--- config.mk ---
export PLATFORM = sky130hd
export DESIGN_NAME = id_ex_stage
export DESIGN_NICKNAME = d
export VERILOG_FILES = /design/src/rtl/idex_pkg.sv /design/src/rtl/id_ex_stage_fwd_mux.sv /design/src/rtl/id_ex_stage.sv
export SDC_FILE = /design/constraint.sdc
export NUM_CORES = 1
export LEC_CHECK = 0
export BUFFER_PORTS_ARGS = -buffer_cell sky130_fd_sc_hd__buf_2
export CAP_MARGIN = 40
export CORE_ASPECT_RATIO = 1.75
export CORE_MARGIN = 2
export CORE_UTILIZATION = 40
export DETAILED_ROUTE_END_ITERATION = 10
export GPL_ROUTABILITY_DRIVEN = 0
export PLACE_DENSITY = 0.69
export SETUP_SLACK_MARGIN = 0.05
export SLEW_MARGIN = 30
export SYNTH_ARGS = -nofsm -noshare
export SYNTH_HDL_FRONTEND = slang
export SYNTH_SLANG_ARGS = --single-unit
--- constraint.sdc ---
create_clock -name clk -period 2.02 [get_ports clk]
set_input_delay 0.101 -clock clk [delete_from_list [all_inputs] [get_ports clk]]
set_output_delay 0.101 -clock clk [all_outputs]
set_load 0.1 [all_outputs]
--- src/rtl/idex_pkg.sv ---
// Shared ALU op codes and special register addresses for the ID/EX boundary.
package idex_pkg;

    typedef enum logic [3:0] {
        OP_ADD   = 4'd0,
        OP_AND   = 4'd1,
        OP_OR    = 4'd2,
        OP_SLL   = 4'd3,
        OP_SRL   = 4'd4,
        OP_SRA   = 4'd5,
        OP_SUB   = 4'd6,
        OP_EQUAL = 4'd7,
        OP_LESS  = 4'd8,
        OP_MOVE  = 4'd9,
        OP_EMPTY = 4'd15
    } alu_op_e;

    // A bubble presents the ALU with the no-operation code.
    localparam alu_op_e OP_BUBBLE = OP_EMPTY;

    localparam logic [3:0] REG_SP = 4'd8;
    localparam logic [3:0] REG_IH = 4'd9;
    localparam logic [3:0] REG_T  = 4'd10;
    localparam logic [3:0] REG_RA = 4'd11;

endpackage

--- src/rtl/id_ex_stage_fwd_mux.sv ---
// Three-way priority operand select: EX/MEM result, then MEM/WB data, then latched value.
module fwd_mux #(
    parameter int DATA_WIDTH     = 16,
    parameter int REG_ADDR_WIDTH = 4
) (
    input  logic [REG_ADDR_WIDTH-1:0] src_addr_i,
    input  logic [DATA_WIDTH-1:0]     src_data_i,
    input  logic                      mem_en_i,
    input  logic [REG_ADDR_WIDTH-1:0] mem_addr_i,
    input  logic [DATA_WIDTH-1:0]     mem_data_i,
    input  logic                      wb_en_i,
    input  logic [REG_ADDR_WIDTH-1:0] wb_addr_i,
    input  logic [DATA_WIDTH-1:0]     wb_data_i,
    output logic [DATA_WIDTH-1:0]     data_o
);

    always_comb begin
        data_o = src_data_i;
        if (mem_en_i && (mem_addr_i == src_addr_i)) begin
            data_o = mem_data_i;
        end else if (wb_en_i && (wb_addr_i == src_addr_i)) begin
            data_o = wb_data_i;
        end
    end

endmodule

--- src/rtl/id_ex_stage.sv ---
// ID/EX pipeline register with operand forwarding and load-use stall/bubble insertion.
// Define IDEX_STALL_CNT_EN to add a saturating stall_count output.
module id_ex_stage
    import idex_pkg::*;
#(
    parameter int OPERATOR_WIDTH = 4,
    parameter int DATA_WIDTH     = 16,
    parameter int REG_ADDR_WIDTH = 4
) (
    input  logic                      clk,
    input  logic                      rst,
    input  logic                      id_valid,
    input  logic [OPERATOR_WIDTH-1:0] id_op,
    input  logic [REG_ADDR_WIDTH-1:0] id_rx_addr,
    input  logic [REG_ADDR_WIDTH-1:0] id_ry_addr,
    input  logic [DATA_WIDTH-1:0]     id_rx_data,
    input  logic [DATA_WIDTH-1:0]     id_ry_data,
    input  logic                      id_rx_used,
    input  logic                      id_ry_used,
    input  logic [DATA_WIDTH-1:0]     id_imm,
    input  logic                      id_use_imm,
    input  logic                      id_wb_en,
    input  logic                      id_mem_rd,
    input  logic                      id_mem_wr,
    input  logic [REG_ADDR_WIDTH-1:0] id_wb_addr,
    input  logic                      flush,
    input  logic                      mem_wb_en,
    input  logic [REG_ADDR_WIDTH-1:0] mem_wb_addr,
    input  logic [DATA_WIDTH-1:0]     mem_result,
    input  logic                      wb_wb_en,
    input  logic [REG_ADDR_WIDTH-1:0] wb_wb_addr,
    input  logic [DATA_WIDTH-1:0]     wb_data,
    output logic                      id_stall,
    output logic                      ex_valid,
    output logic                      ex_wb_en,
    output logic                      ex_mem_rd,
    output logic                      ex_mem_wr,
    output logic [REG_ADDR_WIDTH-1:0] ex_wb_addr,
    output logic [OPERATOR_WIDTH-1:0] ex_op,
    output logic [DATA_WIDTH-1:0]     ex_srcdata_a,
    output logic [DATA_WIDTH-1:0]     ex_srcdata_b,
    output logic [DATA_WIDTH-1:0]     ex_store_data
`ifdef IDEX_STALL_CNT_EN
    ,
    output logic [15:0]               stall_count
`endif
);

    localparam logic [OPERATOR_WIDTH-1:0] BUBBLE_OP = OPERATOR_WIDTH'(OP_BUBBLE);

    logic                      ex_valid_q, ex_valid_d;
    logic                      ex_wb_en_q, ex_wb_en_d;
    logic                      ex_mem_rd_q, ex_mem_rd_d;
    logic                      ex_mem_wr_q, ex_mem_wr_d;
    logic                      ex_use_imm_q, ex_use_imm_d;
    logic [REG_ADDR_WIDTH-1:0] ex_wb_addr_q, ex_wb_addr_d;
    logic [REG_ADDR_WIDTH-1:0] ex_rx_addr_q, ex_rx_addr_d;
    logic [REG_ADDR_WIDTH-1:0] ex_ry_addr_q, ex_ry_addr_d;
    logic [OPERATOR_WIDTH-1:0] ex_op_q, ex_op_d;
    logic [DATA_WIDTH-1:0]     ex_rx_data_q, ex_rx_data_d;
    logic [DATA_WIDTH-1:0]     ex_ry_data_q, ex_ry_data_d;
    logic [DATA_WIDTH-1:0]     ex_imm_q, ex_imm_d;

    logic rx_hit, ry_hit, hazard, load_bubble;
    logic [DATA_WIDTH-1:0] fwd_rx, fwd_ry;

    // A store reads ry as its data even when the B operand is the immediate.
    assign rx_hit      = id_rx_used && (id_rx_addr == ex_wb_addr_q);
    assign ry_hit      = id_ry_used && (!id_use_imm || id_mem_wr) && (id_ry_addr == ex_wb_addr_q);
    assign hazard      = ex_valid_q && ex_mem_rd_q && id_valid && (rx_hit || ry_hit);
    assign id_stall    = hazard && !flush;
    assign load_bubble = flush || hazard || !id_valid;

    always_comb begin
        ex_valid_d   = 1'b0;
        ex_wb_en_d   = 1'b0;
        ex_mem_rd_d  = 1'b0;
        ex_mem_wr_d  = 1'b0;
        ex_use_imm_d = 1'b0;
        ex_wb_addr_d = '0;
        ex_rx_addr_d = '0;
        ex_ry_addr_d = '0;
        ex_op_d      = BUBBLE_OP;
        ex_rx_data_d = '0;
        ex_ry_data_d = '0;
        ex_imm_d     = '0;
        if (!load_bubble) begin
            ex_valid_d   = 1'b1;
            ex_wb_en_d   = id_wb_en;
            ex_mem_rd_d  = id_mem_rd;
            ex_mem_wr_d  = id_mem_wr;
            ex_use_imm_d = id_use_imm;
            ex_wb_addr_d = id_wb_addr;
            ex_rx_addr_d = id_rx_addr;
            ex_ry_addr_d = id_ry_addr;
            ex_op_d      = id_op;
            ex_imm_d     = id_imm;
            // Register file is written and read in the same cycle: take the write data.
            ex_rx_data_d = (wb_wb_en && (wb_wb_addr == id_rx_addr)) ? wb_data : id_rx_data;
            ex_ry_data_d = (wb_wb_en && (wb_wb_addr == id_ry_addr)) ? wb_data : id_ry_data;
        end
    end

    always_ff @(posedge clk or posedge rst) begin
        if (rst) begin
            ex_valid_q   <= 1'b0;
            ex_wb_en_q   <= 1'b0;
            ex_mem_rd_q  <= 1'b0;
            ex_mem_wr_q  <= 1'b0;
            ex_use_imm_q <= 1'b0;
            ex_wb_addr_q <= '0;
            ex_rx_addr_q <= '0;
            ex_ry_addr_q <= '0;
            ex_op_q      <= BUBBLE_OP;
            ex_rx_data_q <= '0;
            ex_ry_data_q <= '0;
            ex_imm_q     <= '0;
        end else begin
            ex_valid_q   <= ex_valid_d;
            ex_wb_en_q   <= ex_wb_en_d;
            ex_mem_rd_q  <= ex_mem_rd_d;
            ex_mem_wr_q  <= ex_mem_wr_d;
            ex_use_imm_q <= ex_use_imm_d;
            ex_wb_addr_q <= ex_wb_addr_d;
            ex_rx_addr_q <= ex_rx_addr_d;
            ex_ry_addr_q <= ex_ry_addr_d;
            ex_op_q      <= ex_op_d;
            ex_rx_data_q <= ex_rx_data_d;
            ex_ry_data_q <= ex_ry_data_d;
            ex_imm_q     <= ex_imm_d;
        end
    end

    fwd_mux #(.DATA_WIDTH(DATA_WIDTH), .REG_ADDR_WIDTH(REG_ADDR_WIDTH)) u_fwd_rx (
        .src_addr_i (ex_rx_addr_q),
        .src_data_i (ex_rx_data_q),
        .mem_en_i   (mem_wb_en),
        .mem_addr_i (mem_wb_addr),
        .mem_data_i (mem_result),
        .wb_en_i    (wb_wb_en),
        .wb_addr_i  (wb_wb_addr),
        .wb_data_i  (wb_data),
        .data_o     (fwd_rx)
    );

    fwd_mux #(.DATA_WIDTH(DATA_WIDTH), .REG_ADDR_WIDTH(REG_ADDR_WIDTH)) u_fwd_ry (
        .src_addr_i (ex_ry_addr_q),
        .src_data_i (ex_ry_data_q),
        .mem_en_i   (mem_wb_en),
        .mem_addr_i (mem_wb_addr),
        .mem_data_i (mem_result),
        .wb_en_i    (wb_wb_en),
        .wb_addr_i  (wb_wb_addr),
        .wb_data_i  (wb_data),
        .data_o     (fwd_ry)
    );

    assign ex_valid      = ex_valid_q;
    assign ex_wb_en      = ex_wb_en_q;
    assign ex_mem_rd     = ex_mem_rd_q;
    assign ex_mem_wr     = ex_mem_wr_q;
    assign ex_wb_addr    = ex_wb_addr_q;
    assign ex_op         = ex_op_q;
    assign ex_srcdata_a  = fwd_rx;
    assign ex_srcdata_b  = ex_use_imm_q ? ex_imm_q : fwd_ry;
    assign ex_store_data = fwd_ry;

`ifdef IDEX_STALL_CNT_EN
    logic [15:0] stall_cnt_q;

    always_ff @(posedge clk or posedge rst) begin
        if (rst) begin
            stall_cnt_q <= '0;
        end else if (id_stall && (stall_cnt_q != 16'hFFFF)) begin
            stall_cnt_q <= stall_cnt_q + 16'd1;
        end
    end

    assign stall_count = stall_cnt_q;
`endif

endmodule
==> metrics.txt <==
# TYPE chip_impl_metric gauge
chip_impl_info{name="status",value="finished, violations left"} 1
chip_impl_info{name="failing_checks",value="setup timing"} 1
chip_impl_metric{name="totalWireLength",unit="um"} 15400
chip_impl_metric{name="drtIter0Drc",unit=""} 152
chip_impl_metric{name="place.port_buffers",unit=""} 176
chip_impl_metric{name="worst_path_largest_cell_delay",unit="ns"} 0.37
chip_impl_metric{name="number_of_antenna_violations_at_the_first_check_in_global_routing",unit=""} 1
chip_impl_metric{name="worst_slack",unit="ns"} -0.409
chip_impl_metric{name="synth_cell_type_count",unit=""} 34
chip_impl_metric{name="finish.net_count",unit=""} 723
chip_impl_info{name="worst-setup-path-type",value="register to output pin"} 1
chip_impl_metric{name="slew-limit-headroom",unit="%"} 66.9
chip_impl_metric{name="timing.final.crit_period",unit="ns"} 2.43
chip_impl_metric{name="setup-violations-final",unit=""} 48
chip_impl_info{name="tritoncts",value="done"} 1
chip_impl_metric{name="syn-instance-count",unit=""} 406
chip_impl_metric{name="grt_pass1_vias",unit=""} 4370
chip_impl_metric{name="detailroute.via_count",unit=""} 3962
chip_impl_metric{name="core_area",unit="um2"} 10200
chip_impl_metric{name="dp_cells",unit=""} 709
chip_impl_metric{name="detailed_place.area",unit="um2"} 6930
chip_impl_metric{name="report.final.hold_viol_count",unit=""} 0
chip_impl_info{name="critPathTopFamily",value="compound AO/OA/AOI/OAI gates"} 1
chip_impl_metric{name="final_layout_size_suffix_gt1_share",unit="%"} 59.3
chip_impl_metric{name="grt_overflow",unit=""} 0
chip_impl_metric{name="peakVddDrop",unit="uV"} 685
chip_impl_metric{name="cp_num_buf_inv",unit=""} 4
chip_impl_metric{name="ys_seq_elements",unit=""} 69
chip_impl_metric{name="dp_worst_setup_slack",unit="ns"} -0.130
chip_impl_metric{name="holdWs",unit="ns"} 0.0186
chip_impl_metric{name="antenna_violating_nets_post_route",unit=""} 0
chip_impl_metric{name="power_leakage",unit="nW"} 3.11
chip_impl_metric{name="drt-wirelength-per-cell",unit="um"} 20.8
chip_impl_metric{name="total_clock_buffers_created_by_cts",unit=""} 9
chip_impl_metric{name="detailed_place_hpwl",unit="um"} 11400
chip_impl_metric{name="worst_pin_slew",unit="ns"} 0.500
chip_impl_metric{name="initial_utilization",unit="%"} 40.9
chip_impl_metric{name="syn-cell-area",unit="um2"} 4190
chip_impl_info{name="crit_chain",value="inv_1 -> a222oi_1 -> nor3b_4 -> buf_12 -> buf_12 -> mux2i_4 -> a221oi_4 -> buf_12"} 1
chip_impl_metric{name="die_w",unit="um"} 81.4
chip_impl_metric{name="groute.usage.overall",unit="%"} 28.8
chip_impl_metric{name="cp.arrival",unit="ns"} 2.33
chip_impl_info{name="most-common-layout-cells",value="buf_2 (127), buf_12 (63), dfrtp_1 (60)"} 1
chip_impl_info{name="critical_path.endpoint_type",value="output pin"} 1
chip_impl_metric{name="final-max-slew-violation-count",unit=""} 0
chip_impl_metric{name="ctsLongestPathBuffers",unit=""} 2
chip_impl_metric{name="crit_required",unit="ns"} 1.92
chip_impl_metric{name="total_power",unit="mW"} 5.05
chip_impl_metric{name="synth_seq_area_share",unit="%"} 41.3
chip_impl_metric{name="pwr_density_cell",unit="nW/um2"} 654
chip_impl_metric{name="layoutNonFillerInstCount",unit=""} 740
chip_impl_metric{name="total_number_of_yosys_warnings",unit=""} 0
chip_impl_metric{name="fin_crit_sh",unit="%"} 120
chip_impl_metric{name="postLayoutCellArea",unit="um2"} 7730
chip_impl_metric{name="setup-tns-final",unit="ns"} -13.63
chip_impl_info{name="clock-root-buffer",value="clkbuf_16"} 1
chip_impl_metric{name="dieHeight",unit="um"} 139
chip_impl_info{name="timing.critical_path.mode_cell",value="buf_12"} 1
chip_impl_metric{name="via_per_inst",unit=""} 5.35
chip_impl_metric{name="syn_avg_cell_area",unit="um2"} 10.3
chip_impl_info{name="grt_setup_unrepaired",value="true"} 1
chip_impl_info{name="layout_commonest_cell",value="buf_2"} 1
chip_impl_info{name="hold_class",value="input port to register"} 1
chip_impl_metric{name="fin_worst_skew",unit="ns"} 0.00342
chip_impl_metric{name="cap_viol_max_count",unit=""} 0
chip_impl_metric{name="clock.fmax",unit="MHz"} 412
chip_impl_metric{name="standard_cell_rows",unit=""} 49
chip_impl_metric{name="clkLatencyLatePin",unit="ns"} 0.34
chip_impl_metric{name="synth_nets",unit=""} 522
chip_impl_metric{name="path_clk_slew",unit="ns"} 0.05
chip_impl_metric{name="top_level_ports",unit=""} 177
chip_impl_metric{name="detail_route.first_pass.iterations",unit=""} 4
chip_impl_info{name="worstSetupStartpointType",value="register"} 1
chip_impl_metric{name="final_core_util",unit="%"} 75.5
chip_impl_metric{name="clock_tree.htree_level_count",unit=""} 3
chip_impl_metric{name="critical_path_peak_fanout",unit=""} 11
chip_impl_metric{name="area_delta_synth_final",unit="%"} 84.4
chip_impl_metric{name="clock_sink_count",unit=""} 69
chip_impl_info{name="crit_slowest_cell",value="dfrtp_1"} 1
chip_impl_metric{name="maximum_number_of_pins_on_one_net_before_global_route_repair",unit=""} 49
chip_impl_metric{name="grt_first_pass_wirelength",unit="um"} 23800
chip_impl_metric{name="die_area",unit="um2"} 11300
chip_impl_metric{name="drt_drc_violations_left",unit=""} 0
-- flip-flops by register name, indices dropped and copies added, names as in the netlist, 4 cells and up --
signal and flops:
ex_imm_q 16, ex_ry_addr_q 4, ex_wb_addr 4, ex_op 4, ex_rx_data_q 16, ex_rx_addr_q 4
ex_ry_data_q 16
-- worst register-to-register path, cell delays in order, from the launching register on --
cell      delay (ns)
dfrtp_2         0.43
xor2_1          0.16
nor4_2          0.32
o2111a_2        0.26
buf_4           0.14
buf_12          0.23
nor3b_1         0.11
-- cell families (layout without fill, tap and decap cells) --
kind of cell              count (synthesis)  after routing  share of synthesized area [%]
AOI/OAI and AO/OA                        52             52                           9.53
xor gates and xnor gates                 29             29                           6.06
buffers and inverters                    55            261                           6.42
DFF                                      69             69                           41.3
muxes                                    64             64                           15.3
other                                     0              1                              0
and+or+nand+nor                         137            137                           21.4
-- Yosys cell counts (all sizes together) --
library cell,count,area share (%)
a21oi,16,1.9
dfstp,4,2.5
a31oi,1,0.15
nand3,2,0.24
mux2i,64,15
buf,14,2.7
nor3,49,8.2
or3,4,0.60
clkbuf,21,1.9
or2b,2,0.42
nand2,21,1.9
inv,20,1.8
o2111ai,1,0.21
a222oi,1,0.24
nand2b,2,0.30
o2111a,1,0.27
nor4,6,2.0
xnor2,7,1.5
xor2,22,4.6
o21ai,16,1.9
nor2b,1,0.15
nor2,17,1.5
nor3b,33,6.0
a221oi,16,4.8
dfrtp,65,39
-- layout make-up --
cell class,count,area [um2]
clock inverters,6,88.8
repair buffers,225,2220
fillers,646,2510
inverters,20,75.1
multi-input cells,282,3210
diodes,1,2.50
flip-flops and latches,69,1740
clock buffers,10,229
well taps,127,159
-- report_power, final --
group          internal [mW]  leakage (nW)  total (mW)  switching (mW)
sequential              1.44         0.908        1.48          0.0423
combinational          0.714          2.05        1.90            1.18
clock                   1.08         0.149        1.67           0.589
total                   3.23          3.11        5.05            1.81
-- final timing paths --
check,start,slack (ns),end,cells past startpoint
setup / recovery,ex_ry_addr_q[3],-0.41,ex_srcdata_b[14],8
hold / removal,id_wb_addr[0],0.02,ex_wb_addr[0],2
setup reg to reg,ex_wb_addr[1],0.24,ex_ry_addr_q[2],6
hold reg to reg,ex_valid,0.98,ex_rx_data_q[10],4
max in group asynchronous,rst,1.18,ex_wb_addr[1],5
min in group asynchronous,rst,0.20,ex_valid,3
-- per-layer routing --
metal / routed length [um] / global-route usage (%)
met2: 9010 / 55.8
met3: 757 / 5.32
met4: 534 / 12.2
met1: 5060 / 28.1
met5: 0 / 0
-- what timing repair did --
item	4_1_cts	5_1_grt
gates cloned	2	0
endpoints found under the setup margin	49	49
pin swaps	9	3
resized for setup	61	3
endpoints found under the hold margin	35	0
hold buffers	5	0
setup buffers	6	0
No activity file was read; power rests on OpenSTA's default activity.
